[src/rtl/panda_posgen_pkg.sv]
// Shared definitions for the PandA position generator: state encoding,
// register defaults and the per-point position update.
package panda_posgen_pkg;

  typedef enum logic [1:0] {
    IDLE = 2'd0,
    RUN  = 2'd1,
    DONE = 2'd2
  } state_t;

  localparam logic [31:0] START_DEFAULT  = 32'd0;
  localparam logic [31:0] STEP_DEFAULT   = 32'd1;
  localparam logic [31:0] PERIOD_DEFAULT = 32'd1;
  localparam logic [31:0] NUM_DEFAULT    = 32'd0;
  localparam logic        DIR_DEFAULT    = 1'b0;

  // Modulo-2^32 step in either direction; wrap-around is intentional.
  function automatic logic [31:0] next_posn(input logic [31:0] posn,
                                            input logic [31:0] step,
                                            input logic        dir);
    return dir ? (posn - step) : (posn + step);
  endfunction

endpackage

[src/rtl/panda_posgen_tick.sv]
// PERIOD prescaler: after a load, tick_o fires every period_i enabled clocks,
// the first one period_i clocks after the load.
module panda_posgen_tick
  import panda_posgen_pkg::*;
(
  input  logic        clk_i,
  input  logic        reset_i,
  input  logic        load_i,
  input  logic        clear_i,
  input  logic        en_i,
  input  logic [31:0] period_i,
  output logic        tick_o
);

  logic [31:0] period_q;
  logic [31:0] cnt_q;

  always_ff @(posedge clk_i) begin
    if (reset_i) begin
      period_q <= PERIOD_DEFAULT;
      cnt_q    <= 32'd0;
    end else if (clear_i) begin
      cnt_q <= 32'd0;
    end else if (load_i) begin
      period_q <= period_i;
      cnt_q    <= period_i - 32'd1;
    end else if (en_i) begin
      cnt_q <= (cnt_q == 32'd0) ? (period_q - 32'd1) : (cnt_q - 32'd1);
    end
  end

  assign tick_o = en_i && (cnt_q == 32'd0);

endmodule

[src/rtl/panda_posgen.sv]
// Position generator: on a rising enable emits NUM points (or forever) from
// START in STEP increments, one every PERIOD clocks, with strobe/active/error flags.
module panda_posgen
  import panda_posgen_pkg::*;
(
  input  logic        clk_i,
  input  logic        reset_i,
  input  logic        enable_i,
  input  logic [31:0] START,
  input  logic [31:0] STEP,
  input  logic [31:0] PERIOD,
  input  logic [31:0] NUM,
  input  logic        DIR,
  output logic [31:0] posn_o,
  output logic        strobe_o,
  output logic        act_o,
  output logic        err_o
);

  state_t      state_q;
  logic        en_q;
  logic        arm_q;
  logic [31:0] step_q;
  logic [31:0] num_q;
  logic        dir_q;
  logic [31:0] count_q;
  logic [31:0] posn_q;
  logic        strobe_q;
  logic        act_q;
  logic        err_q;

  logic rise;
  logic start_ok;
  logic tick;
  logic last_done;
  logic tick_load;
  logic tick_clear;
  logic tick_en;

  // arm_q blocks a start until enable has been seen low since reset, so an
  // enable held high through reset release does not count as an edge.
  assign rise       = enable_i && !en_q && arm_q;
  assign start_ok   = rise && (state_q != RUN) && (PERIOD != 32'd0);
  assign last_done  = (num_q != 32'd0) && (count_q == num_q);
  assign tick_en    = (state_q == RUN);
  assign tick_load  = start_ok;
  assign tick_clear = (state_q == RUN) && (!enable_i || (tick && last_done));

  panda_posgen_tick u_tick (
    .clk_i    (clk_i),
    .reset_i  (reset_i),
    .load_i   (tick_load),
    .clear_i  (tick_clear),
    .en_i     (tick_en),
    .period_i (PERIOD),
    .tick_o   (tick)
  );

  always_ff @(posedge clk_i) begin
    if (reset_i) begin
      state_q  <= IDLE;
      en_q     <= 1'b0;
      arm_q    <= 1'b0;
      step_q   <= STEP_DEFAULT;
      num_q    <= NUM_DEFAULT;
      dir_q    <= DIR_DEFAULT;
      count_q  <= 32'd0;
      posn_q   <= START_DEFAULT;
      strobe_q <= 1'b0;
      act_q    <= 1'b0;
      err_q    <= 1'b0;
    end else begin
      en_q     <= enable_i;
      arm_q    <= arm_q | ~enable_i;
      strobe_q <= 1'b0;
      case (state_q)
        IDLE, DONE: begin
          if (rise) begin
            step_q <= STEP;
            num_q  <= NUM;
            dir_q  <= DIR;
            if (PERIOD == 32'd0) begin
              err_q   <= 1'b1;
              act_q   <= 1'b0;
              state_q <= IDLE;
            end else begin
              posn_q   <= START;
              strobe_q <= 1'b1;
              act_q    <= 1'b1;
              err_q    <= 1'b0;
              count_q  <= 32'd1;
              state_q  <= RUN;
            end
          end
        end
        RUN: begin
          if (!enable_i) begin
            act_q   <= 1'b0;
            count_q <= 32'd0;
            state_q <= IDLE;
          end else if (tick) begin
            if (last_done) begin
              act_q   <= 1'b0;
              count_q <= 32'd0;
              state_q <= DONE;
            end else begin
              posn_q   <= next_posn(posn_q, step_q, dir_q);
              strobe_q <= 1'b1;
              count_q  <= count_q + 32'd1;
            end
          end
        end
        default: state_q <= IDLE;
      endcase
    end
  end

  assign posn_o   = posn_q;
  assign strobe_o = strobe_q;
  assign act_o    = act_q;
  assign err_o    = err_q;

endmodule

[config.mk]
export PLATFORM = sky130hd
export DESIGN_NAME = panda_posgen
export DESIGN_NICKNAME = d
export VERILOG_FILES = /design/src/rtl/panda_posgen_pkg.sv /design/src/rtl/panda_posgen_tick.sv /design/src/rtl/panda_posgen.sv
export SDC_FILE = /design/constraint.sdc
export NUM_CORES = 1
export LEC_CHECK = 0
export ABC_CLOCK_PERIOD_IN_PS = 7570
export BUFFER_PORTS_ARGS = -buffer_cell sky130_fd_sc_hd__buf_2
export CORE_MARGIN = 1.5
export CORE_UTILIZATION = 35
export DETAILED_ROUTE_END_ITERATION = 7
export GPL_TIMING_DRIVEN = 0
export PLACE_DENSITY = 0.59
export SLEW_MARGIN = 40
export SYNTH_ARGS = -nofsm -noshare
export SYNTH_HDL_FRONTEND = slang
export SYNTH_HIERARCHICAL = 1
export SYNTH_SLANG_ARGS = --single-unit
[constraint.sdc]
create_clock -name clk_i -period 7.57 [get_ports clk_i]
set_input_delay 0.757 -clock clk_i [delete_from_list [all_inputs] [get_ports clk_i]]
set_output_delay 0.757 -clock clk_i [all_outputs]
set_load 0.05 [all_outputs]
**Yosys cells after proc, flatten, opt, wreduce, memory -nomap -nowiden**

Cells that the tools add are included.

- Bits in registers: 200
- Input bits: 132
- Output and inout port bits: 35

- Add/subtract/negate cells: 6
- Equal/unequal tests: 11
- Multiplexer cells: 34
- Bitwise operators: 3
- Reduce and logical (&&, ||, !) cells: 26

Operator list:

| cell | count |
|---|---|
| $mux 32 | 14 |
| $pmux 32 s2 | 2 |
| $sub 32x1->32 const B | 3 |
| $logic_not 32->1 | 2 |
| $reduce_bool 32->1 | 2 |
| $add 32x1->32 const B | 1 |
| $add 32x32->32 | 1 |
| $eq 32x32->1 | 1 |
| $sub 32x32->32 | 1 |
| $mux 1 | 11 |
| $ne 2x2->1 const B | 5 |
| $logic_and 1x1->1 | 8 |
| $mux 2 | 4 |
| $reduce_and 4->1 | 2 |
| $ne 3x3->1 const B | 2 |
| $reduce_and 6->1 | 1 |
| $pmux 1 s2 | 2 |
| $pmux 2 s2 | 1 |
| $reduce_and 2->1 | 2 |
| $reduce_bool 2->1 | 2 |
| $reduce_or 2->1 | 2 |
| $reduce_and 3->1 | 1 |
| $eq 2x1->1 const B | 1 |
| $eq 2x2->1 const B | 1 |
| other kinds (6) | 8 |

**Logic depth before layout (Yosys ltp)**

- Word-level depth: 7
- Depth in mapped cells: 20
- Depth with buffers taken out: 18

**Cells and area by module**

Netlist, hierarchy kept.

By module, submodules not included:

| module | times used | cells each | area an instance (um^2) | sequential area each (um^2) |
|---|---|---|---|---|
| panda_posgen | 1 | 1056 | 8042.7 | 2722.6 |
| panda_posgen_tick | 1 | 450 | 3757.4 | 1281.2 |

**Worst setup path before layout**

No wires, ideal clock.

- Path kind: input to register
- From: in PERIOD[18]
- To: reg u_tick.cnt_q[10]
- Setup time: 0.086 ns
- Arrival time: 3.664 ns
- Required time: 7.484 ns
- Setup slack: 3.820 ns
- Cell stages on the path: 19
- Buffers on the path: 5
- Cell sequence: nor4_1 nand4_1 nor2_1 nor3_1 buf_6 buf_6 buf_6 clkbuf_1 clkbuf_1 nor2_1 a21oi_1 ha_1 nand2_1 a21oi_1 nand3_2 nor2_4 nand3_1 xor2_1 a211oi_1

- Longest elaborated chain between the ends: 3
- Elaborated cells on any way between the ends: 4
- Classes of those cells: 1 x mux; 3 x reduce/logical

RTL lines:

| what | RTL line | text |
|---|---|---|
| start: declaration | panda_posgen.sv:11 | `input logic [31:0] PERIOD,` |
| $reduce_bool 32->1 (*) | panda_posgen.sv:43 | `assign start_ok = rise && (state_q != RUN) && (PERIOD != 32'd0);` |
| $logic_and 1x1->1 (*) | panda_posgen.sv:43 |  |
| named net start_ok | panda_posgen.sv:33 | `logic start_ok;` |
| $mux 32 / $reduce_bool 2->1 (equally long branches) | -- |  |
| end signal: assignment | panda_posgen_tick.sv:26 | `cnt_q <= period_i - 32'd1;` |
| end signal: assignment | panda_posgen_tick.sv:28 | `cnt_q <= (cnt_q == 32'd0) ? (period_q - 32'd1) : (cnt_q - 32'd1);` |
| end: declaration | panda_posgen_tick.sv:16 | `logic [31:0] cnt_q;` |

The timed path passes the listed nets; every way through them passes the cells marked *.
A chain may end at the register's enable or synchronous reset.

**Worst setup path in the final report**

- From: reg state_q[0]
- To: reg u_tick.cnt_q[10]

- Longest elaborated chain between the ends: 6
- Elaborated cells on any way between the ends: 11
- Classes of those cells: 2 x eq/ne; 1 x mux; 8 x reduce/logical

RTL lines:

| what | RTL line | text |
|---|---|---|
| start: declaration | panda_posgen.sv:20 | `state_t state_q;` |
| start signal: assignment | panda_posgen.sv:61 | `state_q <= IDLE;` |
| start signal: assignment | panda_posgen.sv:85 | `state_q <= IDLE;` |
| start signal: assignment | panda_posgen.sv:92 | `state_q <= RUN;` |
| $eq 2x1->1 (*) | panda_posgen.sv:45 | `assign tick_en = (state_q == RUN);` |
| named net tick_en | panda_posgen.sv:38 | `logic tick_en;` |
| $logic_and 1x1->1 | panda_posgen_tick.sv:32 | `assign tick_o = en_i && (cnt_q == 32'd0);` |
| $logic_and 1x1->1 | panda_posgen.sv:47 | `assign tick_clear = (state_q == RUN) && (!enable_i \|\| (tick && last_done));` |
| $logic_or 1x1->1 | panda_posgen.sv:47 |  |
| $logic_and 1x1->1 | panda_posgen.sv:47 |  |
| $reduce_or 2->1 (no line) | -- |  |

Marks and branches as above.

==> metrics.yaml <==
clock_network:
  cts_buffers: 17
  path_clk_slew_ns: 0.08
  clockRootBuffer: "clkbuf_16"
  cts_hold_buf: 0
  cts_tree: "yes"
  cts_setup_buffers: 0
  ctsHtreeMaxLevel: 4
  cts_resized: 0
  clock_latency_ns: 0.46
  cts_sinks: 200
  cts_buffer_depth: 2
detailed_routing:
  ant_nets: 0
  vias_per_cell: 5.36
  wirelength_um: 38500
  remaining_drc_errors: 0
  drtPass1Iterations: 5
  vias: 11500
  wire_per_inst_um: 17.9
  drtIter0Drc: 890
worst_setup_path:
  cp_num_cells: 20
  cp_cell_sequence: "nand2b_1 -> inv_1 -> clkbuf_1 -> clkbuf_2 -> nor3_1 -> buf_6 -> buf_6 -> buf_6 -> clkbuf_1 -> clkbuf_1 -> nor2_1 -> a21oi_1 -> ha_1 -> nand2_1 -> a21oi_1 -> nand3_2 -> nor2_4 -> nand3_1 -> xor2_1 -> a211oi_1"
  critPathTopFamily: "buffers and inverters"
  rr_worst_depth: 20
  cp.required_ns: 7.94
  crit_slowest_cell: "clkbuf_1"
  critical_path.max_fanout: 12
  cp_num_buf_inv: 8
  r2r_end: "u_tick/cnt_q[10]"
  critPathMaxStageDelay_ns: 0.55
  reg2reg_slack_ns: 2.46
  cp-end-kind: "flop"
  cp-start-kind: "flop"
  worst_ep_arrival_time_ns: 5.48
  r2r_start: "state_q[0]"
  critPathKind: "flop to flop"
final_layout:
  diodes: 0
  area_delta_synth_final_pct: 16.7
  nNetsFinal: 1857
  final_layout_size_suffix_gt1_share_pct: 16.6
  fillerInstances: 3514
  design_area_um2: 13800
power_and_ir_drop:
  pwr-share-seq_pct: 42.2
  p_switching_uw: 923
  power.density_nw_per_um2: 198
  comb_power_share_pct: 23.6
  netSwitchingFraction_pct: 33.8
  p_int_uw: 1810
  leakagePower_uw: 0.00544
  peakVddDrop_mv: 0.166
  clkPwrFrac_pct: 34.2
placement:
  dp_hpwl_um: 29500
  postPlaceCellArea_um2: 13200
  pre_cts_ws_ns: 2.32
  gp_congestion: 0.905
  io_buffers: 165
min_path:
  hold_depth: 2
  hold_path.class: "flop to flop"
  hold_path_startpoint: "arm_q"
  hold_path_end: "arm_q"
yosys:
  synth_xor_area_share_pct: 9.65
  synthCells: 1506
  synth_top_family_by_area: "simple AND/OR/NAND/NOR gates"
  syn_area_um2: 11800
  syn_avg_cell_area_um2: 7.84
  yosysMostFrequentCell: "nand2_1"
  yosys.area_share.simple_pct: 26.1
  synth-edff-count: 0
  synth_top_area_share_pct: 33.9
  synth_nets: 1673
  synth_top_cell_by_area: "dfxtp_1"
  yosys_warnings: 6
  synth_top_flop_cell: "dfxtp_1"
  synthArstFlopShare_pct: 0
  synth_commonest_cells: "nand2_1, a21oi_1, dfxtp_1"
  synthAdderAreaFrac_pct: 3.77
  synth_area_leaders: "dfxtp_1, nand2_1, a21oi_1"
  synth-seq-area-share_pct: 33.9
  ys_types: 89
  synth_compound_area_share_pct: 20.2
  muxShareOfSynthArea_pct: 2.06
  ys_ff_latch: 200
sta:
  setup_tns_ns: 0
  finalMaxSlewViolations: 0
  relSlewSlack_pct: 44.4
  max_slew.worst_pin.slew_ns: 0.834
  setup_slack_ns: 2.46
  finClkSkew_ns: 0.0114
  max_freq_mhz: 196
  fin_crit_sh_pct: 67.5
  finalCriticalPeriod_ns: 5.11
  setup_viol: 0
  hold_viol_final: 0
  fin_worst_hold_slack_ns: 0.457
  rsz0062_at_grt: "no"
status:
  status: "complete, no violations"
die:
  coreArea_um2: 33400
  io_pins: 167
  die_w_um: 187
  die-area_um2: 34800
  num_rows: 67
  start_util_pct: 35.4
  fp.dieH_um: 187
global_route:
  groute.layer.met3.usage_pct: 4.14
  grt_pass1_wl_um: 60500
  grt_max_degree: 20
  grt-ovfl-total: 0
  grt_pass1_vias: 11000
  antenna_found_initial: 0
  grt.met1_usage_pct: 29.1
  grt_use_total_pct: 22.0
  top_usage_layer: "met2"
  met2_usage_pct: 35.4
run:
  maxCapViolCount: 0
==> tightest hold or removal path, delay by kind of cell, from the launching register on <==
family,cells,cell delay (ns)
flip-flops,1,0.32
AO/OA/AOI/OAI,1,0.05
buffers and inverters,1,0.05
==> layout by cell type (no fill, tap or decap), types with 8 or more instances in the layout <==
master / n
a211oi_1: 27
nand3_1: 33
inv_1: 27
a21oi_1: 202
buf_2: 172
ha_1: 34
mux2_2: 8
nor2_1: 135
xnor2_1: 71
xor2_1: 59
o21ai_0: 45
o21ai_1: 8
nand2_1: 272
a311oi_1: 9
clkbuf_1: 59
nor4_1: 31
nor4_2: 10
a21o_1: 14
mux2_1: 10
buf_1: 8
dfxtp_1: 200
or3_1: 14
nand4_1: 22
nor2b_1: 10
clkbuf_16: 17
and3_1: 11
a31oi_1: 12
nor3_1: 30
==> power groups by stage <==
stage | Sequential [uW] | Combinational, uW | Clock [uW]
2_1_floorplan | 1190 | 432 | 0
3_3_place_gp | 1170 | 631 | 0
3_5_place_dp | 1170 | 637 | 0
4_1_cts | 1150 | 641 | 952
5_1_grt | 1160 | 709 | 993
6_report | 1150 | 645 | 933
==> through the flow <==
| stage | cells | util, % | power [uW] |
|---|---|---|---|
| floorplan | 1506 | - | 1620 |
| global placement | 2119 | 39.5 | 1800 |
| detailed placement | 2119 | 39.5 | 1810 |
| CTS | 2150 | 41.3 | 2740 |
| global route | 2150 | 41.3 | 2860 |
| finish | 2150 | 41.3 | 2730 |
==> per-layer routing <==
metal,share of wire [%],up-vias
met5,0,-
met3,5.3,72
li1,-,5663
met1,46,5451
met4,3.3,0
met2,45,336
==> cell type report <==
cell class	instances	area, um^2	share of cell area, %
Buffer	85	402	2.92
Timing Repair Buffer	165	826	6.00
Sequential cell	200	4000	29.1
Tap cell	448	561	4.07
Clock inverter	14	158	1.14
Inverter	28	105	0.763
Clock buffer	17	425	3.09
Multi-Input combinational cell	1193	7290	52.9
==> state kept, by name (all words and copies together) (netlist names), 2 cells and up <==
| signal | flops |
|---|---|
| count_q | 32 |
| num_q | 32 |
| posn_o | 32 |
| state_q | 2 |
| step_q | 32 |
| u_tick/cnt_q | 32 |
| u_tick/period_q | 32 |
==> worst max-delay path by stage <==
stage | startpoint | to | slack, ns
5_1_grt | state_q[0] | u_tick/cnt_q[18] | 2.10
6_report | state_q[0] | u_tick/cnt_q[10] | 2.46
3_3_place_gp | PERIOD[11] | u_tick/cnt_q[10] | 2.37
2_1_floorplan | PERIOD[18] | u_tick/cnt_q[10] | 3.82
4_1_cts | state_q[0] | u_tick/cnt_q[10] | 2.40
3_5_place_dp | PERIOD[11] | u_tick/cnt_q[10] | 2.32
==> kinds of logic (layout without fill, tap and decap cells) <==
group	after synthesis	after routing
and+or+nand+nor	626	626
AOI/OAI and AO/OA	380	380
DFF	200	200
xor gates and xnor gates	130	130
buffers and inverters	113	309
adders and majority gates	35	35
muxes	22	22
Note: power is estimated with default switching activity, not from simulation.
